`config.mk`:
```
export PLATFORM = sky130hd
export DESIGN_NAME = spi_byte_engine_flat
export DESIGN_NICKNAME = d
export VERILOG_FILES = /design/src/rtl/spi_pkg.sv /design/src/rtl/spi_byte_engine_if.sv /design/src/rtl/spi_tick_gen.sv /design/src/rtl/spi_byte_engine.sv /design/src/flat_wrapper.sv
export SDC_FILE = /design/constraint.sdc
export NUM_CORES = 1
export LEC_CHECK = 0
export CAP_MARGIN = 20
export CORE_ASPECT_RATIO = 0.8
export CORE_MARGIN = 5
export CORE_UTILIZATION = 46
export DETAILED_ROUTE_END_ITERATION = 10
export PLACE_DENSITY = 0.73
export SYNTH_ARGS = -nofsm -noshare
export SYNTH_HDL_FRONTEND = slang
export SYNTH_HIERARCHICAL = 1
export SYNTH_SLANG_ARGS = --single-unit
```
`constraint.sdc`:
```
create_clock -name CLK -period 3.25 [get_ports CLK]
set_input_delay 0.65 -clock CLK [delete_from_list [all_inputs] [get_ports CLK]]
set_output_delay 0.65 -clock CLK [all_outputs]
set_load 0.05 [all_outputs]
```
`src/rtl/spi_pkg.sv`:
```
// Shared types and constants for the SPI byte engine and its divider.
package spi_pkg;

    typedef enum logic [1:0] {
        IDLE,
        LEAD,
        TRAIL
    } state_e;

    localparam logic       MOSI_IDLE = 1'b1;
    localparam logic [7:0] RXD_RESET = 8'h00;
    localparam int         BITS      = 8;

endpackage

```
`src/rtl/spi_byte_engine_if.sv`:
```
// Decoder-side load/result bus plus the SPI pins of the byte engine.
interface spi_byte_engine_if;
    import spi_pkg::*;

    logic            LOAD;
    logic [BITS-1:0] TXD;
    logic            CPOL;
    logic            MISO;
    logic            SCK;
    logic            MOSI;
    logic [BITS-1:0] RXD;
    logic            BUSY;
    logic            DONE;
    logic            ERR;

    modport slave (
        input  LOAD, TXD, CPOL, MISO,
        output SCK, MOSI, RXD, BUSY, DONE, ERR
    );

    modport master (
        output LOAD, TXD, CPOL, MISO,
        input  SCK, MOSI, RXD, BUSY, DONE, ERR
    );

endinterface

```
`src/rtl/spi_tick_gen.sv`:
```
// SCK half-period divider: tick every HALF cycles while run is high.
module spi_tick_gen #(
    parameter int HALF = 2,
    parameter int CW   = 8
) (
    input  logic CLK,
    input  logic nRESET,
    input  logic run,
    output logic tick
);

    localparam logic [CW-1:0] LAST = CW'(HALF - 1);

    logic [CW-1:0] div_q;

    // NOTE: tick is combinational from the registered count so the FSM can act on it in the same cycle the count wraps.
    assign tick = run && (div_q == LAST);

    // NOTE: sequential state uses non-blocking assignments only, so every reader sees the pre-edge value.
    always_ff @(posedge CLK or negedge nRESET) begin
        if (!nRESET) begin
            div_q <= '0;
        end else if (!run || tick) begin
            div_q <= '0;
        end else begin
            div_q <= div_q + 1'b1;
        end
    end

endmodule

```
`src/rtl/spi_byte_engine.sv`:
```
// CPHA=0 SPI byte shifter: one LOAD shifts TXD out MSB first while collecting MISO into RXD.
module spi_byte_engine
    import spi_pkg::*;
#(
    parameter int HALF = 2,
    parameter int CW   = 8
) (
    input  logic               CLK,
    input  logic               nRESET,
    spi_byte_engine_if.slave   bus
);

    state_e          state_q;
    logic [BITS-1:0] tx_q;
    logic [BITS-1:0] rx_q;
    logic [BITS-1:0] rxd_q;
    logic [2:0]      bitcnt_q;
    logic            pol_q;
    logic            sck_q;
    logic            mosi_q;
    logic            busy_q;
    logic            done_q;
    logic            err_q;

    logic            run;
    logic            tick;

    assign run = (state_q != IDLE);

    spi_tick_gen #(
        .HALF (HALF),
        .CW   (CW)
    ) u_tick_gen (
        .CLK    (CLK),
        .nRESET (nRESET),
        .run    (run),
        .tick   (tick)
    );

    always_ff @(posedge CLK or negedge nRESET) begin
        if (!nRESET) begin
            state_q  <= IDLE;
            tx_q     <= '0;
            rx_q     <= '0;
            rxd_q    <= RXD_RESET;
            bitcnt_q <= '0;
            pol_q    <= 1'b0;
            sck_q    <= 1'b0;
            mosi_q   <= MOSI_IDLE;
            busy_q   <= 1'b0;
            done_q   <= 1'b0;
            err_q    <= 1'b0;
        end else begin
            // NOTE: done_q defaults low every cycle so a single set below yields a one-cycle pulse.
            done_q <= 1'b0;

            // A LOAD while a byte is in flight is dropped and only flagged.
            if (bus.LOAD && run) begin
                err_q <= 1'b1;
            end

            unique case (state_q)
                IDLE: begin
                    sck_q <= bus.CPOL;
                    if (bus.LOAD) begin
                        tx_q     <= bus.TXD;
                        mosi_q   <= bus.TXD[BITS-1];
                        pol_q    <= bus.CPOL;
                        bitcnt_q <= '0;
                        busy_q   <= 1'b1;
                        err_q    <= 1'b0;
                        state_q  <= LEAD;
                    end
                end

                LEAD: begin
                    if (tick) begin
                        sck_q   <= ~pol_q;
                        rx_q    <= {rx_q[BITS-2:0], bus.MISO};
                        state_q <= TRAIL;
                    end
                end

                TRAIL: begin
                    if (tick) begin
                        sck_q <= pol_q;
                        if (bitcnt_q != 3'd7) begin
                            bitcnt_q <= bitcnt_q + 3'd1;
                            tx_q     <= {tx_q[BITS-2:0], 1'b0};
                            mosi_q   <= tx_q[BITS-2];
                            state_q  <= LEAD;
                        end else begin
                            mosi_q  <= MOSI_IDLE;
                            rxd_q   <= rx_q;
                            done_q  <= 1'b1;
                            busy_q  <= 1'b0;
                            state_q <= IDLE;
                        end
                    end
                end

                default: begin
                    state_q <= IDLE;
                end
            endcase
        end
    end

    assign bus.SCK  = sck_q;
    assign bus.MOSI = mosi_q;
    assign bus.RXD  = rxd_q;
    assign bus.BUSY = busy_q;
    assign bus.DONE = done_q;
    assign bus.ERR  = err_q;

endmodule

```
`src/flat_wrapper.sv`:
```
// flat-port wrapper written by rule: the top's interface ports become plain ports
module spi_byte_engine_flat import spi_pkg::*;
#(
    parameter int HALF = 2,
    parameter int CW   = 8
)
  (CLK, nRESET, bus_LOAD, bus_TXD, bus_CPOL, bus_MISO, bus_SCK, bus_MOSI, bus_RXD, bus_BUSY, bus_DONE, bus_ERR);
  spi_byte_engine_if bus_i ();
  input  logic CLK;
  input  logic nRESET;
  input wire logic [$bits(bus_i.LOAD)-1:0] bus_LOAD;
  input wire logic [$bits(bus_i.TXD)-1:0] bus_TXD;
  input wire logic [$bits(bus_i.CPOL)-1:0] bus_CPOL;
  input wire logic [$bits(bus_i.MISO)-1:0] bus_MISO;
  output wire logic [$bits(bus_i.SCK)-1:0] bus_SCK;
  output wire logic [$bits(bus_i.MOSI)-1:0] bus_MOSI;
  output wire logic [$bits(bus_i.RXD)-1:0] bus_RXD;
  output wire logic [$bits(bus_i.BUSY)-1:0] bus_BUSY;
  output wire logic [$bits(bus_i.DONE)-1:0] bus_DONE;
  output wire logic [$bits(bus_i.ERR)-1:0] bus_ERR;
  assign bus_i.LOAD = bus_LOAD;
  assign bus_i.TXD = bus_TXD;
  assign bus_i.CPOL = bus_CPOL;
  assign bus_i.MISO = bus_MISO;
  assign bus_SCK = bus_i.SCK;
  assign bus_MOSI = bus_i.MOSI;
  assign bus_RXD = bus_i.RXD;
  assign bus_BUSY = bus_i.BUSY;
  assign bus_DONE = bus_i.DONE;
  assign bus_ERR = bus_i.ERR;
  spi_byte_engine #(.HALF(HALF), .CW(CW)) u_core (.CLK(CLK), .nRESET(nRESET), .bus(bus_i));
endmodule
```
After elaboration in Yosys (flattened, before gate mapping):

Cells that the tools add are included.
W data, S select, Z words.

* register bits after elaboration: 42
* bits in latches: 0
* memory bits (writable): 0
* bits in read-only memories: 0
* input bits: 13
* output and inout port bits: 13
* memories kept: 0

* add/subtract/negate cells: 2
* multiply operators: 0
* div/mod/pow operators: 0
* order comparisons: 0
* equality and inequality tests: 9
* shift operators: 0
* muxes and demuxes: 31
* bitwise gates (word level): 2
* reduce and logical (&&, ||, !) cells: 16

Operator list (count)
* $mux W7: 3
* $mux W1: 15
* $pmux W7 S2: 1
* $reduce_and A3 Y1: 4
* $mux W3: 3
* $add A8 B1 Y8 const B: 1
* $eq A8 B1 Y1 const B: 1
* $mux W8: 1
* $ne A2 B2 Y1 const B: 4
* $reduce_and A4 Y1: 2
* $mux W2: 3
* $pmux W2 S3: 1
* $pmux W3 S2: 1
* $pmux W1 S2: 2
* $reduce_and A2 Y1: 2
* $reduce_bool A2 Y1: 2
* $add A3 B1 Y3 const B: 1
* $ne A3 B3 Y1 const B: 1
* $pmux W1 S3: 1
* $reduce_bool A3 Y1: 1
* $eq A2 B1 Y1 const B: 1
* $eq A2 B2 Y1 const B: 1
* $logic_and A1 B1 Y1: 2
* $logic_not A2 Y1: 1
* 4 further kinds: 5

Depth between registers and ports, before layout:

* depth in word-level cells: 5
* mapped depth: 9
* gate-level depth less buffers: 8

Cells and area by module:

The synthesis kept the hierarchy.

Modules (own cells, without submodules)
* spi_byte_engine: times used 1, cells each 122, area an instance 1630.3 um^2
* spi_tick_gen: times used 1, cells each 40, area an instance 401.6 um^2

Worst setup path after synthesis:

No wires, ideal clock.

* kind: register to register
* start point: register u_core.u_tick_gen.div_q[1]
* end point: register u_core.bitcnt_q[0]
* library setup time: 125 ps
* arrival time: 2166 ps
* slack: 959 ps
* stages on the path, launching flop included: 9
* buffers on the path: 1
* path through: dfrtp_1 inv_1 ha_1 or4b_4 nor3_1 buf_4 nand3b_1 a21oi_4 mux2_2

* longest elaborated chain between the ends: 4

Ends and longest elaborated chain
* start: declaration: RTL line spi_tick_gen.sv:14 `logic [CW-1:0] div_q;`
* start signal: assignment: RTL line spi_tick_gen.sv:26 `div_q <= div_q + 1'b1;`
* $eq A8 B1 Y1: RTL line spi_tick_gen.sv:17 `assign tick = run && (div_q == LAST);`
* $logic_and A1 B1 Y1: RTL line spi_tick_gen.sv:17
* via u_core.tick: RTL line spi_byte_engine.sv:26 `logic tick;`
* $ne A2 B2 Y1 (no source line)
* $reduce_and A4 Y1 (no source line)
* end signal: assignment: RTL line spi_byte_engine.sv:88 `bitcnt_q <= bitcnt_q + 3'd1;`
* end: declaration: RTL line spi_byte_engine.sv:17 `logic [2:0] bitcnt_q;`

The timed path passes the listed nets, and every way through them passes these cells.
A chain may end at the register's enable or synchronous reset.

Final worst setup path:

* start point: register u_core.state_q[0]
* end point: register u_core.tx_q[0]

* longest elaborated chain between the ends: 4

Ends and longest elaborated chain
* start: declaration: RTL line spi_byte_engine.sv:13 `state_e state_q;`
* start signal: assignment: RTL line spi_byte_engine.sv:42 `state_q <= IDLE;`
* start signal: assignment: RTL line spi_byte_engine.sv:72 `state_q <= LEAD;`
* start signal: assignment: RTL line spi_byte_engine.sv:80 `state_q <= TRAIL;`
* $reduce_bool A2 Y1: RTL line spi_byte_engine.sv:28 `assign run = (state_q != IDLE);`
* via u_core.run: RTL line spi_byte_engine.sv:25 `logic run;`
* $logic_and A1 B1 Y1: RTL line spi_tick_gen.sv:17
* via u_core.tick: RTL line spi_byte_engine.sv:26
* $ne A2 B2 Y1 (no source line)
* $reduce_and A4 Y1 (no source line)
* end signal: assignment: RTL line spi_byte_engine.sv:66 `tx_q <= bus.TXD;`
* end signal: assignment: RTL line spi_byte_engine.sv:89 `tx_q <= {tx_q[BITS-2:0], 1'b0};`
* end: declaration: RTL line spi_byte_engine.sv:14 `logic [BITS-1:0] tx_q;`

The timed path passes the listed nets, and every way through them passes these cells.

==> results summary <==
The static leakage came out at 1.10 nW. Cell internal power was estimated by the tool at 1.30 mW. At the later pin of the worst-skew pair, clock insertion delay measures 0.29 ns. The first-pass GRT wire length is 6.56 mm. The synthesis-to-layout area growth is 20.5%.

The count of maximum capacitance violations is 0. The combinational share of power came out at 0.391. Wires add up to 3.61 mm. The final hold violation count is 0. The overall die width is 84.3 um. For the worst setup path, the data arrival time is 2.68 ns. The buffer levels on the longest clock path is 2. Setup repair after global routing left no endpoint under its margin. After synthesis, the most frequently instantiated cells are sky130_fd_sc_hd__dfrtp_1 (41), sky130_fd_sc_hd__mux2_2 (35), sky130_fd_sc_hd__ha_1 (11), sky130_fd_sc_hd__inv_1 (9), sky130_fd_sc_hd__nor2_1 (8). The number of diodes added for antenna fixing came out at 0. The sequential cell area is 0.00105 mm^2. Synthesis handed over a netlist of 162 instances. Measured on the finished design, the core utilization comes to 0.579. The multiplexer share of the synthesized area is 0.209. The area enclosed by the die boundary is 0.00585 mm^2. The worst clock skew is 0.00630 ns. The worst min-delay path category is in2async. The final critical-path required period came out at 2.50 ns. Hold is met by 0.485 ns.

The area share of the largest cell type after synthesis came out at 0.505. The count of state elements after synthesis is 42. TritonCTS built the clock tree. The fraction of final layout cells with drive strength greater than 1 is 0.266. The clock-pin slew of the registers on the worst-case setup and hold paths came out at 0.08 ns. The share of the synthesized area in compound gates (AO/OA/AOI/OAI) is 0.0560. The combined area of the multi-input logic cells came out at 926 um^2. The part of the total power dissipated in sequential elements came out at 0.397. The xor and xnor area share after synthesis came out at 0.0129. The summed negative setup slack over all endpoints came out at 0 ns. The number of global-route vias before repair is 1459. The number of sinks on the clock net came out at 42. The synthesized-area fraction occupied by and/or/nand/nor cells came out at 0.110. The switching power summed over all nets came out at 659 uW. Dividing the detail-routed wire length by the instance count gives 14.5 um. The layout has 354 filler cells.

The worst setup path is launched from a flop. The post-layout instance area came out at 0.00245 mm^2. After detailed routing, the number of remaining DRC violations is 0. The design draws 1.96 mW. In the routed layout, each cell is associated on average with a via count of 5.24. The synthesis warning total is 6. The quantity of hold-fixing buffers added after cts is 0.

The initial antenna violation count came out at 0. Setup violations remaining at the end of the flow were counted as 0. The number of cells upsized or downsized after cts came out at 0.

Yosys mapped a number of flops with a built-in enable equal to 0. The HPWL after detailed placement is 2.58 mm. The number of buffers added by the clock tree synthesis step came out at 5. The net count of the mapped netlist came out at 186. Ranked by total cell area, the synthesized netlist is headed by sky130_fd_sc_hd__dfrtp_1 (50%), sky130_fd_sc_hd__mux2_2 (19%), sky130_fd_sc_hd__ha_1 (6.8%).

Entering global routing, the biggest net connects 43 pins. In this run the tool buffered the top-level ports with 25 buffer cells. The count of nets left with antenna violations once routing finished came out at 0. The number of placement rows came out at 21. The fmax came out at 0.401 GHz. After synthesis, the largest family of logic cells by area is multiplexers.

The clock power share came out at 0.212. Of all cell types, the one taking the most synthesized area is sky130_fd_sc_hd__dfrtp_1. The post-route clock period utilization came out at 0.768. The critical path data required time is 3.43 ns. In the synthesized netlist the dominant register cell turns out to be sky130_fd_sc_hd__dfrtp_1.

The count of pins on the block boundary came out at 26. Global routing finished with a remaining overflow of 0. The share of async-settable or async-resettable flops after synthesis is 1.00. The number of buffers inserted by post-CTS setup repair is 0. The number of H-tree levels came out at 2.

The total power per unit cell area came out at 801 mW/mm^2. The measured slew at the worst slew-check pin is 0.908 ns. The maximum fanout along the worst path is 10. The sort of element at the end of the critical path is a flop. For this block, the initial DRC count from the detailed router was 40. The number of iterations in the first detailed-routing pass is 4.

The tree is rooted in a sky130_fd_sc_hd__clkbuf_8. The initial utilization of the core area, before any placement, comes to 0.480. The setup path with the least slack is of type reg2reg. The adder and majority gate portion of the synthesized area came out at 0.0677. Among all cell types in the netlist, the one instantiated most often is sky130_fd_sc_hd__dfrtp_1. The number of distinct library cells after synthesis is 33. The synthesized cell area came out at 0.00203 mm^2. Dividing the synthesized area by the synthesized cell count gives 12.5 um^2.

The last weighted congestion value of the routability-driven placer is 0.752. The portion of the post-synthesis area used by sequential elements is 0.518. The overall track demand over capacity in global routing is 0.139. The area after detailed placement came out at 0.00234 mm^2.

The switching share of power is 0.336. The height of the die came out at 69.4 um. The via count is 1306.

The max-slew violation count came out at 0. The flow ran to the end, and the final reports show no timing, DRC or antenna violations. The final layout contains 216 nets.

The peak supply drop is 350 uV. The core outline area came out at 0.00423 mm^2. The worst slew margin relative to its limit is 0.395.
[power by group through the flow]
| stage | Clock, mW | Sequential, mW | Combinational [mW] |
|---|---|---|---|
| after CTS | 0.430 | 0.779 | 0.773 |
| after global routing | 0.447 | 0.804 | 0.852 |
| after global placement | 0 | 0.774 | 0.746 |
| after floorplan | 0 | 0.822 | 0.554 |
| final | 0.416 | 0.778 | 0.767 |
| after detailed placement | 0 | 0.789 | 0.771 |
[worst paths after layout]
check	end	depth (start not counted)	slack, ns	startpoint
worst max register to register	u_core/tx_q[0]	9	0.75	u_core/state_q[0]
max in group asynchronous	u_core/rx_q[7]	1	2.20	nRESET
worst min register to register	u_core/bus.RXD[7]	1	0.51	u_core/rx_q[7]
worst max-delay path	u_core/tx_q[0]	9	0.75	u_core/state_q[0]
worst min-delay path	u_core/bus.BUSY	1	0.49	nRESET
min in group CLK	u_core/bus.RXD[7]	1	0.51	u_core/rx_q[7]
[placed cells by master (no fill, tap or decap), drive strengths merged, types with 4 or more instances in the layout]
master         synthesis  layout
a21oi                  7       7
clkbuf                 0       6
clkdlybuf4s50          0      24
dfrtp                 41      41
ha                    11      11
inv                    9       9
mux2                  35      35
nand2                  7       7
nand3                  5       5
nor2                   8       8
o21ai                  7       7
or3                    4       4
[cell type report]
| cell class | count | area share |
|---|---|---|
| multi-input cells | 108 | 0.378 |
| well taps | 57 | 0.0291 |
| repair buffers | 26 | 0.103 |
| clock buffers | 6 | 0.0337 |
| inverters | 9 | 0.0138 |
| clock inverters | 1 | 0.0123 |
| flip-flops and latches | 42 | 0.430 |
[logic make-up after synthesis]
kind of cell | Yosys count
buffers and inverters | 12
AO/OA/AOI/OAI | 17
AND/OR/NAND/NOR | 39
multiplexers | 38
adder cells (fa/ha/maj) | 11
XOR/XNOR | 3
flip-flops | 42
[sequential cells by signal (all words and copies together), names as in the netlist, named ones only]
signal and flops:
u_core/bitcnt_q 3, u_core/bus.BUSY 1, u_core/bus.DONE 1, u_core/bus.MOSI 1
u_core/bus.RXD 8, u_core/bus.SCK 1, u_core/pol_q 1, u_core/rx_q 8
u_core/state_q 2, u_core/tx_q 7, u_core/u_tick_gen/div_q 8
[layer usage]
metal,routed length (um),global-route usage
met2,1680,0.226
met3,219,0.0463
met4,68,0.0625
met1,1640,0.168
met5,0,0
[worst max-delay path: stages (launching register included)]
cell and delay (ns):
sky130_fd_sc_hd__dfrtp_1 0.44, sky130_fd_sc_hd__inv_1 0.12, sky130_fd_sc_hd__ha_1 0.29, sky130_fd_sc_hd__inv_1 0.19, sky130_fd_sc_hd__inv_1 0.10, sky130_fd_sc_hd__nor3_1 0.19, sky130_fd_sc_hd__buf_4 0.18, sky130_fd_sc_hd__nand3b_1 0.13
sky130_fd_sc_hd__a21oi_4 0.36, sky130_fd_sc_hd__mux2_2 0.38
[metrics by stage]
| step | setup WS (ns) | instances |
|---|---|---|
| floorplan | 0.959 | 162 |
| global placement | 0.835 | 242 |
| detailed placement | 0.777 | 242 |
| CTS | 0.766 | 249 |
| global route | 0.598 | 249 |
| finish | 0.753 | 249 |
Power figures use the tool's default switching activity.
==> edit 1: new RTL, same flow settings <==
Re-encode `state_e` (3 states) as one-hot, 3 bits wide.
--- a/src/rtl/spi_pkg.sv
+++ b/src/rtl/spi_pkg.sv
@@ -3,6 +3,6 @@
 
-    typedef enum logic [1:0] {
-        IDLE,
-        LEAD,
-        TRAIL
+    typedef enum logic [2:0] {
+        IDLE  = 3'b001,
+        LEAD  = 3'b010,
+        TRAIL = 3'b100
     } state_e;
Behaviour: no difference found for any inputs over 10 cycles, from zero or initial values and one cycle with nRESET low; not proved beyond that.
==> edit 1 against the original RTL <==
  * Cell area fell by 1.3%
  * Clock skew rose by 1.5 ps
  * Synthesized area fell by 0.43%
  * Die area fell by 0.37%
  * Non-clock buffer count rose by 1
  * Routed wire length fell by 5.7%
  * Total power fell by 16%
  * Synthesized cell count fell by 2.5%
  * Sequential cell count rose by 1
  * Clock power fell by 3%
  * Worst setup slack got worse by 170 ps
  * Maximum frequency fell by 6.3%
==> edit 1: results (changes against the original RTL) <==
| Metric | Value |
|---|---|
| Status | `finished clean` |
| Placed Cells | `236 (-2.5%)` |
| Post-Syn Nets | `176 (-5.4%)` |
| Max-slew headroom | `0.392 (-0.00269)` |
| Top cells by area, synth | `dfrtp_1 51%, mux2_2 13%, mux2_4 5.9%` |
| Placed instance area | `2310 sq um (-1.1%)` |
| Worst-path clk slew | `70 ps` |
| Initial antenna violation count | `0 (unchanged)` |
| Clk_skew | `7.77 ps (+1.48 ps)` |
| Slowest cell on the critical path | `a21oi_1` |
| Worst VDD drop | `443 uV (+27%)` |
| Reg-to-Reg Start | `u_core/u_tick_gen/div_q[1]$_DFF_PN0_` |
| Clk Latency, worst-skew pair | `290 ps (about the same)` |
| H-tree depth | `2 (unchanged)` |
| Num CTS Buffers | `5 (unchanged)` |
| CTS resizes | `0 (unchanged)` |
| Fraction of layout cells with a size suffix above 1 | `0.262 (-0.00359)` |
| Clk root buf | `clkbuf_8` |
| Routed len/inst | `13.9 um (-3.8%)` |
| Detailed Place HPWL | `2440 um (-5.3%)` |
| Fillcell total | `350 (-1.1%)` |
| Pre-antenna DRT Iters | `5 (+1)` |
| Netlist cell types | `37 (+12%)` |
| All-layer global routing usage | `0.125 (-0.0147)` |
| IO buf count | `25 (unchanged)` |
| CTS Buffer Depth | `2 (unchanged)` |
| Crit path max-delay family | `simple AND/OR/NAND/NOR gates` |
| Lkg Pwr | `1.11 nW (+0.70%)` |
| Post-CTS Setup Inserts | `0 (unchanged)` |
| Vias in the first global route | `1,308 (-10%)` |
| Drt total wl | `3400 um (-5.7%)` |
| Post-synth top cells | `41 x dfrtp_1, 24 x mux2_2, 10 x nor2_1` |
| Crit-path max cell delay | `530 ps (+90 ps)` |
| Ys flop type | `dfrtp_1` |
| Syn Inst Count | `158 (-2.5%)` |
| Vias per Instance | `5.18 (-1.3%)` |
| Final GP Congestion | `0.749 (-0.41%)` |
| Async SR Flop Fraction | `1.00 (unchanged)` |
| Synth warnings | `6 (unchanged)` |
| NumNets Final | `204 (-5.6%)` |
| DR iter-0 viols | `74 (+85%)` |
| First-pass GRT wire length | `5900 um (-10%)` |
| Setup CP Type | `reg2reg` |
| Largest net degree at the start of global routing | `44 (+2.3%)` |
| CP arrival | `2840 ps (+160 ps)` |
| Seq/Total Area, Yosys | `0.533 (+0.0152)` |
-- edit 1: changes by cell type after synthesis, moves of 3 or more --
| cell | change |
|---|---|
| ha_1 | -6 |
| nor2b_1 | -3 |
| mux2_4 | +8 |
| mux2_2 | -11 |
-- edit 1: power by group --
group | switching [mW] | total [mW] | internal (mW)
clock | 0.174 | 0.404 | 0.230
combinational | 0.265 | 0.492 | 0.227
sequential | 0.0949 | 0.750 | 0.655
total | 0.534 | 1.64 | 1.11
-- edit 1: kinds of logic (layout without fill, tap and decap cells) --
logic type | count (synthesis) | count (layout) | share of synthesized area
AOI/OAI and AO/OA | 23 | 23 | 0.0779
xor gates and xnor gates | 3 | 3 | 0.0130
adders and majority gates | 5 | 5 | 0.0309
buffers and inverters | 14 | 43 | 0.0365
DFF | 43 | 43 | 0.533
muxes | 33 | 33 | 0.198
and+or+nand+nor | 37 | 37 | 0.111
-- edit 1: layout make-up --
type,count,area [sq um],share of cell area
multi-input cells,101,871,0.360
well taps,57,71.3,0.0295
flip-flops and latches,43,1080,0.446
repair buffers,27,260,0.108
inverters,8,30.0,0.0124
clock inverters,1,30.0,0.0124
clock buffers,7,76.3,0.0316
-- edit 1: stage by stage --
step	setup WS [ps]	util
global placement	648	0.546
CTS	564	0.571
global route	391	0.571
floorplan	707	-
detailed placement	583	0.546
finish	586	0.571
-- edit 1: final timing paths --
kind / cells after the start / end / slack, ps
max in group asynchronous: 1 / u_core/u_tick_gen/div_q[1]$_DFF_PN0_ / 2190
min in group CLK: 1 / u_core/bus.BUSY$_DFFE_PN0P_ / 490
worst max-delay path: 8 / u_core/tx_q[2]$_DFFE_PN0P_ / 590
worst max register to register: 8 / u_core/tx_q[2]$_DFFE_PN0P_ / 590
worst min-delay path: 1 / u_core/tx_q[3]$_DFFE_PN0P_ / 490
worst min register to register: 1 / u_core/bus.BUSY$_DFFE_PN0P_ / 490
-- edit 1: layer usage --
layer / GRT usage / routed length [um] / share of wire
met1: 0.156 / 1570 / 0.46
met5: 0 / 0 / 0
met4: 0.0268 / 8 / 0.0024
met3: 0.0594 / 197 / 0.058
met2: 0.196 / 1630 / 0.48
==> edit 2: new RTL, same settings <==
Made on the original files. `BITS`: 8 -> 12.
--- a/src/rtl/spi_pkg.sv
+++ b/src/rtl/spi_pkg.sv
@@ -11,3 +11,3 @@
     localparam logic [7:0] RXD_RESET = 8'h00;
-    localparam int         BITS      = 8;
+    localparam int         BITS      = 12;
 
Interface: changed (resized bus_RXD and bus_TXD); port bits go from 26 to 34. The function was not compared with the original's and may differ.
==> edit 2 against the original RTL <==
  * Sequential power up 22%
  * Synthesized cell count up 28%
  * Synthesized area up 22%
  * Sequential share of layout area up 2.3 points
  * Cell area up 22%
  * Non-clock buffer count up 13
  * Routed wire length up 16%
  * Highest routed layer unchanged
  * Sequential cell count up 12
  * Total power up 11%
  * Worst setup slack better by 180 ps
  * Die area up 19%
  * Hold slack worse by 140 ps
  * Global-route usage down 0.48 points
==> edit 2: results (changes against the original RTL) <==
| Metric | Value |
|---|---|
| Status | `finished clean` |
| Placed instance area | `2890 sq um (+24%)` |
| Final Core Density | `0.559 (-0.0203)` |
| Syn avg cell area | `12.0 sq um (-4.1%)` |
| Fin crit share | `0.713 (-0.0549)` |
| Vias per Instance | `5.15 (-1.7%)` |
| DR iter-0 viols | `98 (+150%)` |
| Crit-path max cell delay | `800 ps (+360 ps)` |
| NumNets Final | `274 (+27%)` |
| Clk Latency, worst-skew pair | `310 ps (+20 ps)` |
| Critical path peak fanout | `4 (-6)` |
| IO buf count | `33 (+32%)` |
| Slowest cell on the critical path | `clkdlybuf4s50_1` |
| Largest net degree at the start of global routing | `29 (-33%)` |
| Top cells by area, synth | `dfrtp_1 53%, mux2_2 12%, ha_1 5.5%` |
| All-layer global routing usage | `0.135 (-0.00476)` |
| Global routing's busiest layer | `met2` |
| Worst VDD drop | `350 uV (-0.15%)` |
| M1 GR Usage | `0.178 (+0.0106)` |
| Routed len/inst | `13.4 um (-7.2%)` |
| Clock share of power | `0.175 (-0.037)` |
| CP arrival | `1670 ps (-1010 ps)` |
| Seq/Total Area, Yosys | `0.543 (+0.0256)` |
| Met2 usage | `0.215 (-0.0107)` |
| Fin Hold WS | `348 ps (-138 ps)` |
| Non-filler cells in the finished layout | `312 (+25%)` |
| Post-synthesis mux area share | `0.166 (-0.0423)` |
| Slew @ Worst Pin | `626 ps (-282 ps)` |
| Detailed Place HPWL | `3080 um (+20%)` |
| Placed Cells | `304 (+26%)` |
| Clk power | `0.380 mW (-8.7%)` |
| Internal | `1.35 mW (+3.7%)` |
| Final GP Congestion | `0.771 (+2.5%)` |
| Vias in the first global route | `1,588 (+8.8%)` |
| XOR/XNOR Fraction of Synth Area | `0.0106 (-0.00237)` |
| Post-Syn Nets | `235 (+26%)` |
| Seq group | `0.947 mW (+22%)` |
| Setup crit start | `u_core/bus.MOSI$_DFFE_PN1P_` |
| CP endpoint | `bus_MOSI` |
| Fillcell total | `468 (+32%)` |
| Area fraction in compound gates after synthesis | `0.0940 (+0.0380)` |
| First-pass GRT wire length | `7340 um (+12%)` |
| Lkg Pwr | `1.36 nW (+24%)` |
| Adder-Cell Fraction of Synth Area | `0.0553 (-0.0124)` |
| Post-synth top cells | `53 x dfrtp_1, 27 x mux2_2, 21 x nor2_1, 12 x inv_1, 12 x o21ai_0` |
| Clk root buf | `clkbuf_8` |
| Clk_skew | `9.60 ps (+3.30 ps)` |
| R2r setup slk | `940 ps (+190 ps)` |
| Max power group | `registers` |
| R2R cell count | `10 (+1)` |
| Netlist cell types | `30 (-9.1%)` |
| Dpl ws | `973 ps (+196 ps)` |
| Met3 Usage GRT | `0.0405 (-0.00584)` |
| Worst-path clk slew | `100 ps (+20 ps)` |
## edit 2: cell count changes in the layout (fill, tap and decap cells not counted), moves of 8 or more
cell	delta
nor2_1	+13
dfrtp_1	+12
clkdlybuf4s50_1	+8
mux2_2	-8
mux2i_1	+8
## edit 2: metal layers
layer,vias up,wire [um]
met5,-,0
met4,0,29
met3,4,235
met2,36,1900
met1,766,2030
li1,802,-
## edit 2: layout make-up
| cell class | instances | area share |
|---|---|---|
| tap | 65 | 0.0272 |
| multi-input combinational | 134 | 0.349 |
| timing repair buffer | 39 | 0.124 |
| inverter | 12 | 0.0151 |
| clock inverter | 3 | 0.00838 |
| clock buffer | 5 | 0.0231 |
| sequential | 54 | 0.453 |
## edit 2: cell families after synthesis
kind of cell    after synthesis
buf+inv                      19
xor+xnor                      3
flops                        54
simple gates                 48
fa+ha+maj                    11
mux                          38
compound gates               34
